File: src/rtl/rr_arbiter_4to1.sv
`default_nettype none
// ============================================================================
// Module   : rr_arbiter_4to1
// Purpose  : Round-robin arbiter that drains four input FIFOs into one
//            output FIFO, in bursts of up to QUANTUM words per grant.
//            Pop-to-push latency is a fixed two cycles.
// Revision : 1.0 - initial release
// ============================================================================
module rr_arbiter_4to1 #(
   parameter int LINE_SIZE = 12,
   parameter int QUANTUM   = 4
) (
   input  logic                 clk,
   input  logic                 reset,
   input  logic [3:0]           empty_signal,
   input  logic [3:0]           almost_empty_signal,
   input  logic [LINE_SIZE-1:0] data_in0,
   input  logic [LINE_SIZE-1:0] data_in1,
   input  logic [LINE_SIZE-1:0] data_in2,
   input  logic [LINE_SIZE-1:0] data_in3,
   input  logic                 almost_full_signal,
   output logic [3:0]           pop_signal,
   output logic                 push_signal,
   output logic [LINE_SIZE-1:0] data_out,
   output logic [1:0]           grant_id,
   output logic                 busy
);

   typedef enum logic [0:0] {
      ARB   = 1'b0,
      SERVE = 1'b1
   } state_t;

   localparam logic [3:0] QUANTUM_C = 4'(QUANTUM);

   state_t               state_q, state_d;
   logic [1:0]           rr_ptr_q, rr_ptr_d;
   logic [3:0]           cnt_q, cnt_d;
   logic [1:0]           grant_q, grant_d;
   logic [3:0]           pop_q, pop_d;
   // vld_q marks the cycle in which the FIFO read data of a pop is valid;
   // vid_q remembers which input that pop addressed.
   logic                 vld_q, vld_d;
   logic [1:0]           vid_q, vid_d;
   logic                 push_q, push_d;
   logic [LINE_SIZE-1:0] dout_q, dout_d;

   logic                 found;
   logic [1:0]           cand;
   logic                 pop_ok;
   logic                 burst_done;
   logic [LINE_SIZE-1:0] rd_data;

   // Select the read data of the input whose pop is now returning data.
   always_comb begin
      rd_data = data_in0;
      case (vid_q)
         2'd0:    rd_data = data_in0;
         2'd1:    rd_data = data_in1;
         2'd2:    rd_data = data_in2;
         default: rd_data = data_in3;
      endcase
   end

   // Next-state logic: arbitration, burst control and the push pipeline.
   always_comb begin
      state_d    = state_q;
      rr_ptr_d   = rr_ptr_q;
      cnt_d      = cnt_q;
      grant_d    = grant_q;
      pop_d      = '0;
      found      = 1'b0;
      cand       = rr_ptr_q;
      pop_ok     = 1'b0;
      burst_done = 1'b0;

      // The pipeline is never stalled: every popped word is pushed exactly
      // two cycles after its pop, regardless of back-pressure.
      vld_d  = |pop_q;
      vid_d  = grant_q;
      push_d = vld_q;
      dout_d = vld_q ? rd_data : dout_q;

      case (state_q)
         ARB: begin
            if (!almost_full_signal && (empty_signal != 4'hF)) begin
               for (int k = 0; k < 4; k++) begin
                  cand = rr_ptr_q + 2'(k);
                  if (!found && !empty_signal[cand]) begin
                     found   = 1'b1;
                     grant_d = cand;
                  end
               end
               cnt_d   = '0;
               state_d = SERVE;
            end
         end
         SERVE: begin
            // A pop in flight on a FIFO holding at most one word may be the
            // last one, so the next pop waits for the refreshed empty flag.
            pop_ok = !empty_signal[grant_q] && !almost_full_signal &&
                     (cnt_q < QUANTUM_C) &&
                     !(pop_q[grant_q] && almost_empty_signal[grant_q]);
            burst_done = (cnt_q == QUANTUM_C) ||
                         (empty_signal[grant_q] && !pop_q[grant_q]);
            if (pop_ok) begin
               pop_d[grant_q] = 1'b1;
               cnt_d          = cnt_q + 4'd1;
            end
            if (burst_done) begin
               state_d  = ARB;
               rr_ptr_d = grant_q + 2'd1;
            end
         end
         default: state_d = ARB;
      endcase
   end

   // State and output registers with synchronous reset.
   always_ff @(posedge clk) begin
      if (reset) begin
         state_q  <= ARB;
         rr_ptr_q <= '0;
         cnt_q    <= '0;
         grant_q  <= '0;
         pop_q    <= '0;
         vld_q    <= 1'b0;
         vid_q    <= '0;
         push_q   <= 1'b0;
         dout_q   <= '0;
      end else begin
         state_q  <= state_d;
         rr_ptr_q <= rr_ptr_d;
         cnt_q    <= cnt_d;
         grant_q  <= grant_d;
         pop_q    <= pop_d;
         vld_q    <= vld_d;
         vid_q    <= vid_d;
         push_q   <= push_d;
         dout_q   <= dout_d;
      end
   end

   assign pop_signal  = pop_q;
   assign push_signal = push_q;
   assign data_out    = dout_q;
   assign grant_id    = grant_q;
   assign busy        = (state_q == SERVE) | (|pop_q) | vld_q;

endmodule
`default_nettype wire
File: config.mk
export PLATFORM = sky130hd
export DESIGN_NAME = rr_arbiter_4to1
export DESIGN_NICKNAME = d
export VERILOG_FILES = /design/src/rtl/rr_arbiter_4to1.sv
export SDC_FILE = /design/constraint.sdc
export NUM_CORES = 1
export LEC_CHECK = 0
export BUFFER_PORTS_ARGS = -buffer_cell sky130_fd_sc_hd__buf_2
export CAP_MARGIN = 30
export CORE_ASPECT_RATIO = 1.25
export CORE_MARGIN = 8
export CORE_UTILIZATION = 41
export DETAILED_ROUTE_END_ITERATION = 10
export HOLD_SLACK_MARGIN = 0.08
export PLACE_DENSITY = 0.83
export SYNTH_ARGS = -nofsm -noshare
export SYNTH_HDL_FRONTEND = slang
export SYNTH_SLANG_ARGS = --single-unit
File: constraint.sdc
create_clock -name clk -period 1.7 [get_ports clk]
set_input_delay 0.51 -clock clk [delete_from_list [all_inputs] [get_ports clk]]
set_output_delay 0.51 -clock clk [all_outputs]
set_load 0.02 [all_outputs]
* Word level (Yosys, flattened, before mapping)
Cells that the tools add are included.
Word-level totals: bits in registers 29, latch bits 0, bits in writable memories 0, bits in read-only memories 0, input bits 59, word-level logic and storage cells 95, memories 0
Operators by class: add/sub/neg operators 5, $mul 0, divide/modulo/power cells 0, order comparisons 7, equality and inequality tests 7, shifts and indexed selects 0, muxes and demuxes 36, bitwise gates (word level) 4, reduce and logical (&&, ||, !) cells 27
Operator list (count):
- 12-bit one-hot mux with 3 select lines | 1
- 1-bit 2-to-1 mux | 19
- 2-bit by 3-bit < comparator with 1-bit output (second input constant) | 5
- 1-bit binary-select mux with 2-bit select | 7
- 1-bit logical AND | 10
- 1-bit zero test | 10
- 2-bit 2-to-1 mux | 4
- 4-bit 2-to-1 mux | 2
- 4-bit one-hot mux with 2 select lines | 1
- 2-bit by 1-bit adder with 2-bit output (second input constant) | 2
- 2-bit adder (second input constant) | 2
- 4-bit by 1-bit adder with 4-bit output (second input constant) | 1
- 4-bit by 3-bit equality test with 1-bit output (second input constant) | 1
- 4-bit by 3-bit < comparator with 1-bit output (second input constant) | 1
- 4-bit by 1-bit inequality test with 1-bit output (second input constant) | 1
- 4-bit inequality test (second input constant) | 1
- 2-bit AND reduction | 2
- 4-bit OR reduction | 1
- 3-bit AND reduction | 1
- 3-bit OR reduction | 1
- 1-bit demux with 2-bit select | 1
- 2-bit by 1-bit equality test with 1-bit output (second input constant) | 1
- 2-bit equality test (second input constant) | 1
- 2-bit by 1-bit >= comparator with 1-bit output (second input constant) | 1
- other kinds (7) | 9

* Logic depth before layout (Yosys ltp)
Gate-level depths: netlist (run 1).
depth after elaboration 19, gate-level depth with buffers 6, mapped depth without buffers 6

* Worst setup path after synthesis (run 1)
OpenSTA, ideal clock, no wires.
kind register -> output, start register pop_q[1], in the netlist pop_signal[1], end output busy, data arrival time 1.301 ns, data required time 1.190 ns, slack -0.111 ns, cell stages (with the launch flop) 3, buffers on the path 0, cells stage by stage dfxtp_1 > or4_1 > or3_1
Between the ends: longest elaborated chain between the ends 3
RTL lines:
- start, declared | RTL line 40 | logic [3:0] pop_q, pop_d;
- start signal, assigned | RTL line 136 | pop_q <= pop_d;
- 4-bit OR reduction | RTL line 148 | assign busy = (state_q == SERVE) | (|pop_q) | vld_q;
- 1-bit bitwise OR (2 in series) | RTL line 148
- end, declared | RTL line 26 | output logic busy
Every way passes these cells.

* Final worst setup path (run 1)
start register pop_q[2], in the netlist pop_signal[2], end output busy
Same word-level chain as after synthesis.

==> reports/results.tsv, run 1 <==
metric	value	unit
layout_min_cycle_time	2.11	ns
ys_seq_area_share	36.5	%
finalWirelength	4360	um
rows	25	
synth_area_leaders	dfxtp_1 (37%), mux4_2 (21%), mux2i_1 (7.6%), ha_1 (4.7%), nor2_1 (4.7%)	
p_clk_share	41.5	%
first_pass_iters	3	
synth_area	1590	um^2
wl_per_cell	15.3	um
clk_pin_slew_worst_paths	0.06	ns
areaGrowthSynthToFinish	46.2	%
hold_depth	2	
fmax	0.474	GHz
synth_warnings	0	
synth_edf_count	0	
drive_gt1_share	55.1	%
setup_violations	1	
initial_utilization	42.3	%
ir_drop	0.458	mV
fin_nets	309	
cts_hold_buf	0	
required	1.19	ns
clock-sinks	29	
yosys_register_bits	29	
die_width	71.7	um
timing.rr.start	pop_signal[2]	
rsz0062_at_grt	true	
crit_slowest_cell	or4_4	
cts-root-buf	clkbuf_8	
grt_pass1_wl	6930	um
critical-path-max-stage-delay	0.52	ns
cts_made_buffers	5	
grt_pass1_vias	1643	
core_region_area	3750	um^2
fin_skew	0.00250	ns
power.total	1.77	mW
routed-via-count	1505	
p_int	1.36	mW
crit_path_start_kind	flop	
fp.dieH	85.6	um
io_pins	79	
cts_tree	done	
synth.net_count	210	
n_antenna_cell	0	
synth_cell_type_count	36	
status	finished with violations	
critPathMaxFanout	2	
holdPathEnd	cnt_q[3]	
seqPwrFrac	40.4	%
cp.arrival	1.60	ns
viasPerCell	5.28	
port_buffers	78	
synthFlopType	dfxtp_1	
whs	0.465	ns
gr-total-overflow	0	
power_density	762	nW/um^2
drc_errors	0	
antenna_found_initial	0	
path_cells	or4_4 > or3_4 > buf_6	
cts_buffer_depth	2	
synth_top_area_share	36.5	%
violations	setup timing	
switching_share	23.3	%
die_area	6140	um^2
p_sw	0.412	mW
post-route-period-util	124	%
holdCritStartpoint	cnt_q[3]	
fin_setup_tns	-0.408	ns
combPwrFrac	18.1	%
drv_slew	0	
reg2reg_depth	6	
worstMarginPinSlew	0.343	ns
cp_num_buf_inv	1	
synth-async-reset-ratio	0	%
worst_slack	-0.408	ns
path_class	flop to output port	
power.leakage	1.06	nW
h-tree-depth	2	
grt_max_degree	14	
routabilityCongestion	0.816	
syn_inst	145	
drt_iter0_drc	51	
synth_area_per_cell	11.0	um^2
ant_nets	0	
reg2reg_setup_slack	0.02	ns
relSlewSlack	77.0	%
hp-class	flop to flop	
clock_latency	0.28	ns
grt_use_total	14.3	%
maxCapViolations	0	
dp_hpwl	3540	um
r2r_end	rr_ptr_q[1]	
synth_top_cell_by_area	dfxtp_1	
final_hold_viol_count	0	
path_delay_family	simple AND/OR/NAND/NOR gates	
end_kind	output port	
==> layer usage <==
metal	part of all wire, %	vias to the layer above	track usage (%)
met1	39	707	13.8
li1	-	733	-
met2	51	59	25.0
met4	1.5	0	5.59
met5	0	-	0
met3	8.9	6	7.23
==> logic make-up (layout without fill, tap and decap cells) <==
kind of cell / Yosys count / count (layout) / share of synthesized area, %
and+or+nand+nor: 46 / 46 / 14.9
adders and majority gates: 6 / 6 / 4.72
AOI/OAI and AO/OA: 21 / 21 / 10.4
muxes: 28 / 28 / 29.5
buffers and inverters: 14 / 114 / 3.39
DFF: 29 / 29 / 36.5
xor gates and xnor gates: 1 / 1 / 0.551
==> worst reg2reg max path, stage by stage, from the launching register on <==
cell	delay, ns
dfxtp_2	0.32
buf_4	0.12
mux4_2	0.48
buf_4	0.17
nor2b_4	0.14
mux2_4	0.31
o221ai_1	0.06
==> power groups by stage <==
stage | Clock (mW) | Combinational (mW) | Sequential, mW
2_1_floorplan | 0 | 0.158 | 0.743
3_5_place_dp | 0 | 0.316 | 0.730
3_3_place_gp | 0 | 0.307 | 0.730
5_1_grt | 0.788 | 0.348 | 0.716
6_report | 0.735 | 0.321 | 0.714
4_1_cts | 0.758 | 0.321 | 0.715
==> cells in the final DEF, fill, tap and decap left out, drive strengths merged, types with 2 or more instances in the layout <==
cell type	n
o31ai	2
a21oi	3
mux4	15
a211o	3
nand3b	3
o221ai	2
clkbuf	7
nor2	21
inv	8
o21ai	4
mux2i	12
dfxtp	29
nor2b	3
nand2	6
and2	4
a211oi	2
a221oi	2
buf	98
ha	6
nand2b	3
==> cell usage after synthesis (2+ instances only) <==
master,number
a211o_1,3
a211oi_2,2
a21oi_1,3
a221oi_1,2
and2_1,4
clkbuf_1,4
dfxtp_1,29
ha_1,6
inv_1,8
mux2i_1,12
mux4_2,15
nand2_1,6
nand2b_1,3
nand3b_1,3
nor2_1,20
nor2b_1,2
o21ai_0,3
o221ai_1,2
==> timing repair <==
item	4_1_cts	5_1_grt
endpoints found under the setup margin	1	2
resized for setup	4	8
gates cloned	0	0
setup buffers	0	3
pin swaps	1	4
==> registers in the layout (all words and copies together) (netlist names) <==
signal       count
cnt_q            4
vid_q            2
pop_signal       4
state_q          1
grant_id         2
push_signal      1
push_d           1
data_out        12
rr_ptr_q         2
==> metrics by stage <==
stage               worst slack, ns  cells  util (%)  cell area (um^2)
finish                       -0.408    285      61.9              2320
CTS                          -0.416    283      61.0              2290
detailed placement           -0.122    275      57.6              2160
global placement             -0.101    275      57.6              2160
floorplan                   -0.0808    145         -              1600
global route                 -0.438    285      61.9              2320
==> area by class of cell <==
type                       instances  area, um^2
clock buffer                       7        86.3
clock inverter                     1        30.0
fill                             328        1430
inverter                           8        30.0
multi-input combinational        102         970
sequential                        29         591
tap                               40        50.0
timing repair buffer              98         567
==> how the worst max path moves through the flow <==
| stage | cells after the start | startpoint | endpoint | slack (ns) |
|---|---|---|---|---|
| floorplan | 2 | pop_signal[1] | busy | -0.08 |
| global placement | 3 | pop_signal[1] | busy | -0.10 |
| detailed placement | 3 | pop_signal[1] | busy | -0.12 |
| CTS | 3 | pop_signal[2] | busy | -0.42 |
| global route | 3 | pop_signal[2] | busy | -0.44 |
| finish | 3 | pop_signal[2] | busy | -0.41 |
Power figures use the tool's default switching activity.
==> run 2: changes to the inputs <==
--- a/config.mk
+++ b/config.mk
@@ -11,6 +11,7 @@
 export CORE_MARGIN = 8
 export CORE_UTILIZATION = 41
 export DETAILED_ROUTE_END_ITERATION = 10
+export GPL_TIMING_DRIVEN = 0
 export HOLD_SLACK_MARGIN = 0.08
 export PLACE_DENSITY = 0.83
 export SYNTH_ARGS = -nofsm -noshare
==> run 2 against run 1 <==
Effect of this change:
- the flow still finishes with violations (setup timing)
- clock power fell by 23%
- combinational power fell by 11%
- wire length fell by 4.3%
- utilization fell by 3.9 points
- flip-flop and latch count did not move
- largest cell class unchanged
==> reports/results.tsv, run 2 (synthesized netlist as in run 1, its figures left out) <==
metric	value	unit	change
fill_cells	347		+5.8%
ir_drop	0.387	mV	-16%
wl_per_cell	15.3	um	-0.13%
rsz0062_at_grt	true		
critPathMaxFanout	2		unchanged
port_buffers	78		unchanged
first_pass_iters	4		+1
grt_pass1_vias	1564		-4.8%
setup_violations	1		unchanged
end_kind	output port		
fin_skew	0.00440	ns	+0.00190 ns
routabilityCongestion	0.816		+0.11%
rows	25		unchanged
clock_latency	0.28	ns	about the same
layout_commonest_cell	buf_2		
final_hold_viol_count	0		unchanged
worstMarginPinSlew	0.581	ns	+0.238 ns
status	finished with violations		
io_pins	79		unchanged
worst_slack	-0.412	ns	-0.00400 ns
initial_utilization	42.3	%	unchanged
die_width	71.7	um	unchanged
hp-class	flop to flop		
layout_min_cycle_time	2.11	ns	+0.00400 ns
drive_gt1_share	49.8	%	-5.3 points
drv_slew	0		unchanged
dp_hpwl	3340	um	-5.4%
place_ws	-0.147	ns	-0.0248 ns
violations	setup timing		
post-route-period-util	124	%	+0.24 points
path_class	flop to output port		
fmax	0.473	GHz	-0.19%
drt_iter0_drc	30		-41%
antenna_found_initial	0		unchanged
fin_nets	298		-3.6%
die_area	6140	um^2	unchanged
core_region_area	3750	um^2	unchanged
grt_max_degree	11		-3
power_density	725	nW/um^2	-4.8%
clk_pin_slew_worst_paths	0.06	ns	about the same
power.leakage	0.963	nW	-8.7%
maxCapViolations	0		unchanged
crit_path_start_kind	flop		
cts_tree	done		
final_util	58.0	%	-3.9 points
gr-total-overflow	0		unchanged
fp.dieH	85.6	um	unchanged
grt_use_total	13.9	%	-0.31 points
required	1.19	ns	about the same
grt_pass1_wl	6810	um	-1.7%
final_cell_mix	buf_2 (77), dfxtp_1 (25), nor2_1 (20)		
viasPerCell	5.33		+0.93%
clock-sinks	29		unchanged
cts_made_buffers	5		unchanged
ant_nets	0		unchanged
routed-via-count	1455		-3.3%
largest_register_ffs	12		unchanged
relSlewSlack	61.3	%	-16 points
cts_buffer_depth	2		unchanged
n_antenna_cell	0		unchanged
areaGrowthSynthToFinish	37.1	%	
cts_hold_buf	0		unchanged
fin_area	2180	um^2	-6.2%
fin_setup_tns	-0.412	ns	-0.00400 ns
finalWirelength	4170	um	-4.3%
h-tree-depth	2		unchanged
cts-root-buf	clkbuf_8		
cp.arrival	1.60	ns	about the same
power.total	1.58	mW	-11%
drc_errors	0		unchanged
placed_area	2040	um^2	-5.7%
run 2: changes by cell type in the layout (fill, tap and decap cells not counted), sizes merged:
cell / before / now
clkbuf: 7 / 13
buf: 98 / 81
bufinv: 1 / 0
run 2: timing repair:
item                                    4_1_cts  5_1_grt
cloned                                        0        0
gates resized for setup                       6        5
buffers inserted                              1        2
endpoints found under the setup margin        5       13
run 2: final timing paths:
kind,startpoint,to,slack (ns),depth (start not counted)
worst min register to register,cnt_q[3],cnt_q[3],0.46,2
worst min-delay path,cnt_q[3],cnt_q[3],0.46,2
worst max register to register,grant_id[1],pop_signal[2],0.04,4
worst max-delay path,pop_signal[1],busy,-0.41,3
run 2: critical path, stage by stage, from the launching register on:
cell,delay [ns]
dfxtp_2,0.32
or4_4,0.53
or3_4,0.34
buf_6,0.14
run 2: report_power, final:
group	leakage, nW	internal, mW	total [mW]	switching [mW]
Sequential	0.237	0.698	0.725	0.0268
Clock	0.0443	0.320	0.567	0.247
Combinational	0.682	0.162	0.287	0.125
Total	0.963	1.18	1.58	0.398
run 2: area by class of cell:
type | instances | area (um^2) | share of cell area [%]
repair buffers | 81 | 419 | 19.2
flip-flops and latches | 29 | 591 | 27.1
clock buffers | 7 | 86.3 | 3.96
inverters | 8 | 30.0 | 1.38
plain buffers | 6 | 27.5 | 1.26
well taps | 40 | 50.0 | 2.30
multi-input cells | 102 | 975 | 44.7
run 2: routing by layer:
metal  vias up  part of all wire (%)  track usage (%)
met5         -                     0                0
met4         0                   1.5             5.03
met3         7                   8.9             6.42
met2        63                    51             23.9
met1       681                    39             14.5
li1        704                     -                -
run 2: per-stage QoR:
| step | std cells | hold WS, ns |
|---|---|---|
| final | 273 | 0.462 |
| after detailed placement | 263 | 0.453 |
| after floorplan | 145 | 0.425 |
| after CTS | 271 | 0.462 |
| after global placement | 263 | 0.434 |
| after global routing | 273 | 0.480 |
==> run 3: changes to the inputs <==
--- a/config.mk
+++ b/config.mk
@@ -13,6 +13,7 @@
 export DETAILED_ROUTE_END_ITERATION = 10
 export GPL_TIMING_DRIVEN = 0
 export HOLD_SLACK_MARGIN = 0.08
+export MAX_ROUTING_LAYER = met4
 export PLACE_DENSITY = 0.83
 export SYNTH_ARGS = -nofsm -noshare
 export SYNTH_HDL_FRONTEND = slang
==> run 3 against run 2 <==
Effect of this change:
- the flow still finishes with violations (setup timing)
- clock power hardly changed
- clock skew is essentially flat
- sequential power about the same
- critical path depth did not move
- register-to-register slack about the same
- non-clock buffer count unchanged
- wire length decreased by 0.46%
- clock-buffer cell count unchanged
- combinational power about the same
- largest cell class unchanged
- highest routed layer unchanged
==> reports/results.tsv, run 3 (synthesized netlist as in run 1, its figures left out) <==
metric	value	unit	change
critical-path-max-stage-delay	0.53	ns	about the same
power.total	1.58	mW	about the same
path_cells	or4_4 > or3_4 > buf_6		
fin_nets	298		unchanged
cts_tree	done		
fp.dieH	85.6	um	unchanged
core_region_area	3750	um^2	unchanged
worstMarginPinSlew	0.584	ns	+0.00373 ns
setup_violations	1		unchanged
initial_utilization	42.3	%	unchanged
required	1.19	ns	about the same
clock_latency	0.28	ns	about the same
fin_setup_tns	-0.413	ns	-0.000129 ns
h-tree-depth	2		unchanged
ir_drop	0.387	mV	+0.13%
routabilityCongestion	0.829		+1.5%
largest_register_ffs	12		unchanged
grt_use_total	14.3	%	+0.38 points
clock-sinks	29		unchanged
cts_buffer_depth	2		unchanged
grt_pass1_wl	6800	um	-0.10%
placed_cells	263		unchanged
finalWirelength	4150	um	-0.46%
final_util	58.0	%	unchanged
layout_commonest_cell	buf_2		
drv_slew	0		unchanged
relSlewSlack	61.0	%	-0.25 points
status	finished with violations		
fmax	0.473	GHz	about the same
use_met1	15.6	%	+1.1 points
end_kind	output port		
power_density	725	nW/um^2	about the same
antenna_found_initial	0		unchanged
violations	setup timing		
top_usage_layer	met2		
drive_gt1_share	49.8	%	unchanged
drc_errors	0		unchanged
die_width	71.7	um	unchanged
path_class	flop to output port		
use_met3	4.55	%	-1.9 points
areaGrowthSynthToFinish	37.1	%	unchanged
fill_cells	347		unchanged
post-route-period-util	124	%	about the same
whs	0.462	ns	+0.0000260 ns
layout_min_cycle_time	2.11	ns	+0.000129 ns
power.leakage	0.963	nW	unchanged
cts-root-buf	clkbuf_8		
grt_max_degree	11		unchanged
critPathMaxFanout	2		unchanged
grt_use_met2	23.9	%	unchanged
ant_nets	0		unchanged
io_pins	79		unchanged
grt_pass1_vias	1567		+0.19%
die_area	6140	um^2	unchanged
n_antenna_cell	0		unchanged
cp_num_buf_inv	1		unchanged
drt_iter0_drc	35		+17%
wl_per_cell	15.2	um	-0.46%
viasPerCell	5.33		about the same
final_cell_mix	buf_2 (77), dfxtp_1 (25), nor2_1 (20)		
gr-total-overflow	0		unchanged
dp_hpwl	3340	um	unchanged
crit_path_start_kind	flop		
fin_skew	0.00439	ns	-0.00000591 ns
port_buffers	78		unchanged
rows	25		unchanged
clk_pin_slew_worst_paths	0.06	ns	about the same
hp-class	flop to flop		
fin_cells	273		unchanged
routed-via-count	1456		+0.069%
rsz0062_at_grt	true		
cts_made_buffers	5		unchanged
maxCapViolations	0		unchanged
worst_slack	-0.413	ns	-0.000129 ns
final_hold_viol_count	0		unchanged
first_pass_iters	4		unchanged
path_delay_family	simple AND/OR/NAND/NOR gates		
cp.arrival	1.60	ns	about the same
crit_slowest_cell	or4_4		
-- run 3: cell counts in the layout (fill, tap and decap cells not counted) --
No cell type changed its count.
-- run 3: repair_timing --
item / 4_1_cts / 5_1_grt
setup buffers: 1 / 2
gates resized for setup: 6 / 5
hold endpoints to repair: 0 / 0
endpoints found under the setup margin: 5 / 13
hold buffers: 0 / 0
pin swaps: 0 / 0
-- run 3: final timing paths --
check / startpoint / endpoint / slack (ns) / cells after the start
worst max-delay path: pop_signal[1] / busy / -0.41 / 3
worst min-delay path: cnt_q[3] / cnt_q[3] / 0.46 / 2
worst max register to register: grant_id[1] / pop_signal[2] / 0.04 / 4
worst min register to register: cnt_q[3] / cnt_q[3] / 0.46 / 2
-- run 3: layer usage --
| layer | routed length (um) | up-vias |
|---|---|---|
| met3 | 244 | 7 |
| li1 | - | 705 |
| met5 | 0 | - |
| met4 | 63 | 0 |
| met1 | 1750 | 683 |
| met2 | 2090 | 61 |
-- run 3: final cells by class --
type	instances	area, um^2	share of cell area, %
Buffer	6	27.5	1.26
Clock buffer	7	86.3	3.96
Inverter	8	30.0	1.38
Multi-Input combinational cell	102	975	44.7
Sequential cell	29	591	27.1
Tap cell	40	50.0	2.30
Timing Repair Buffer	81	419	19.2
-- run 3: stage by stage --
step / setup WS (ns) / cell area (um^2)
after global routing: -0.451 / 2180
after CTS: -0.417 / 2150
after floorplan: -0.0808 / 1600
after global placement: -0.158 / 2040
after detailed placement: -0.147 / 2040
final: -0.413 / 2180
-- run 3: where the power goes --
group          internal, mW  total [mW]  switching (mW)
Sequential            0.698       0.725          0.0269
Combinational         0.162       0.287           0.125
Clock                 0.320       0.568           0.248
Total                  1.18        1.58           0.399
-- run 3: tightest hold or removal path: stages, from the launching register on --
cell	delay, ns
dfxtp_1	0.32
inv_1	0.06
nor2_1	0.04
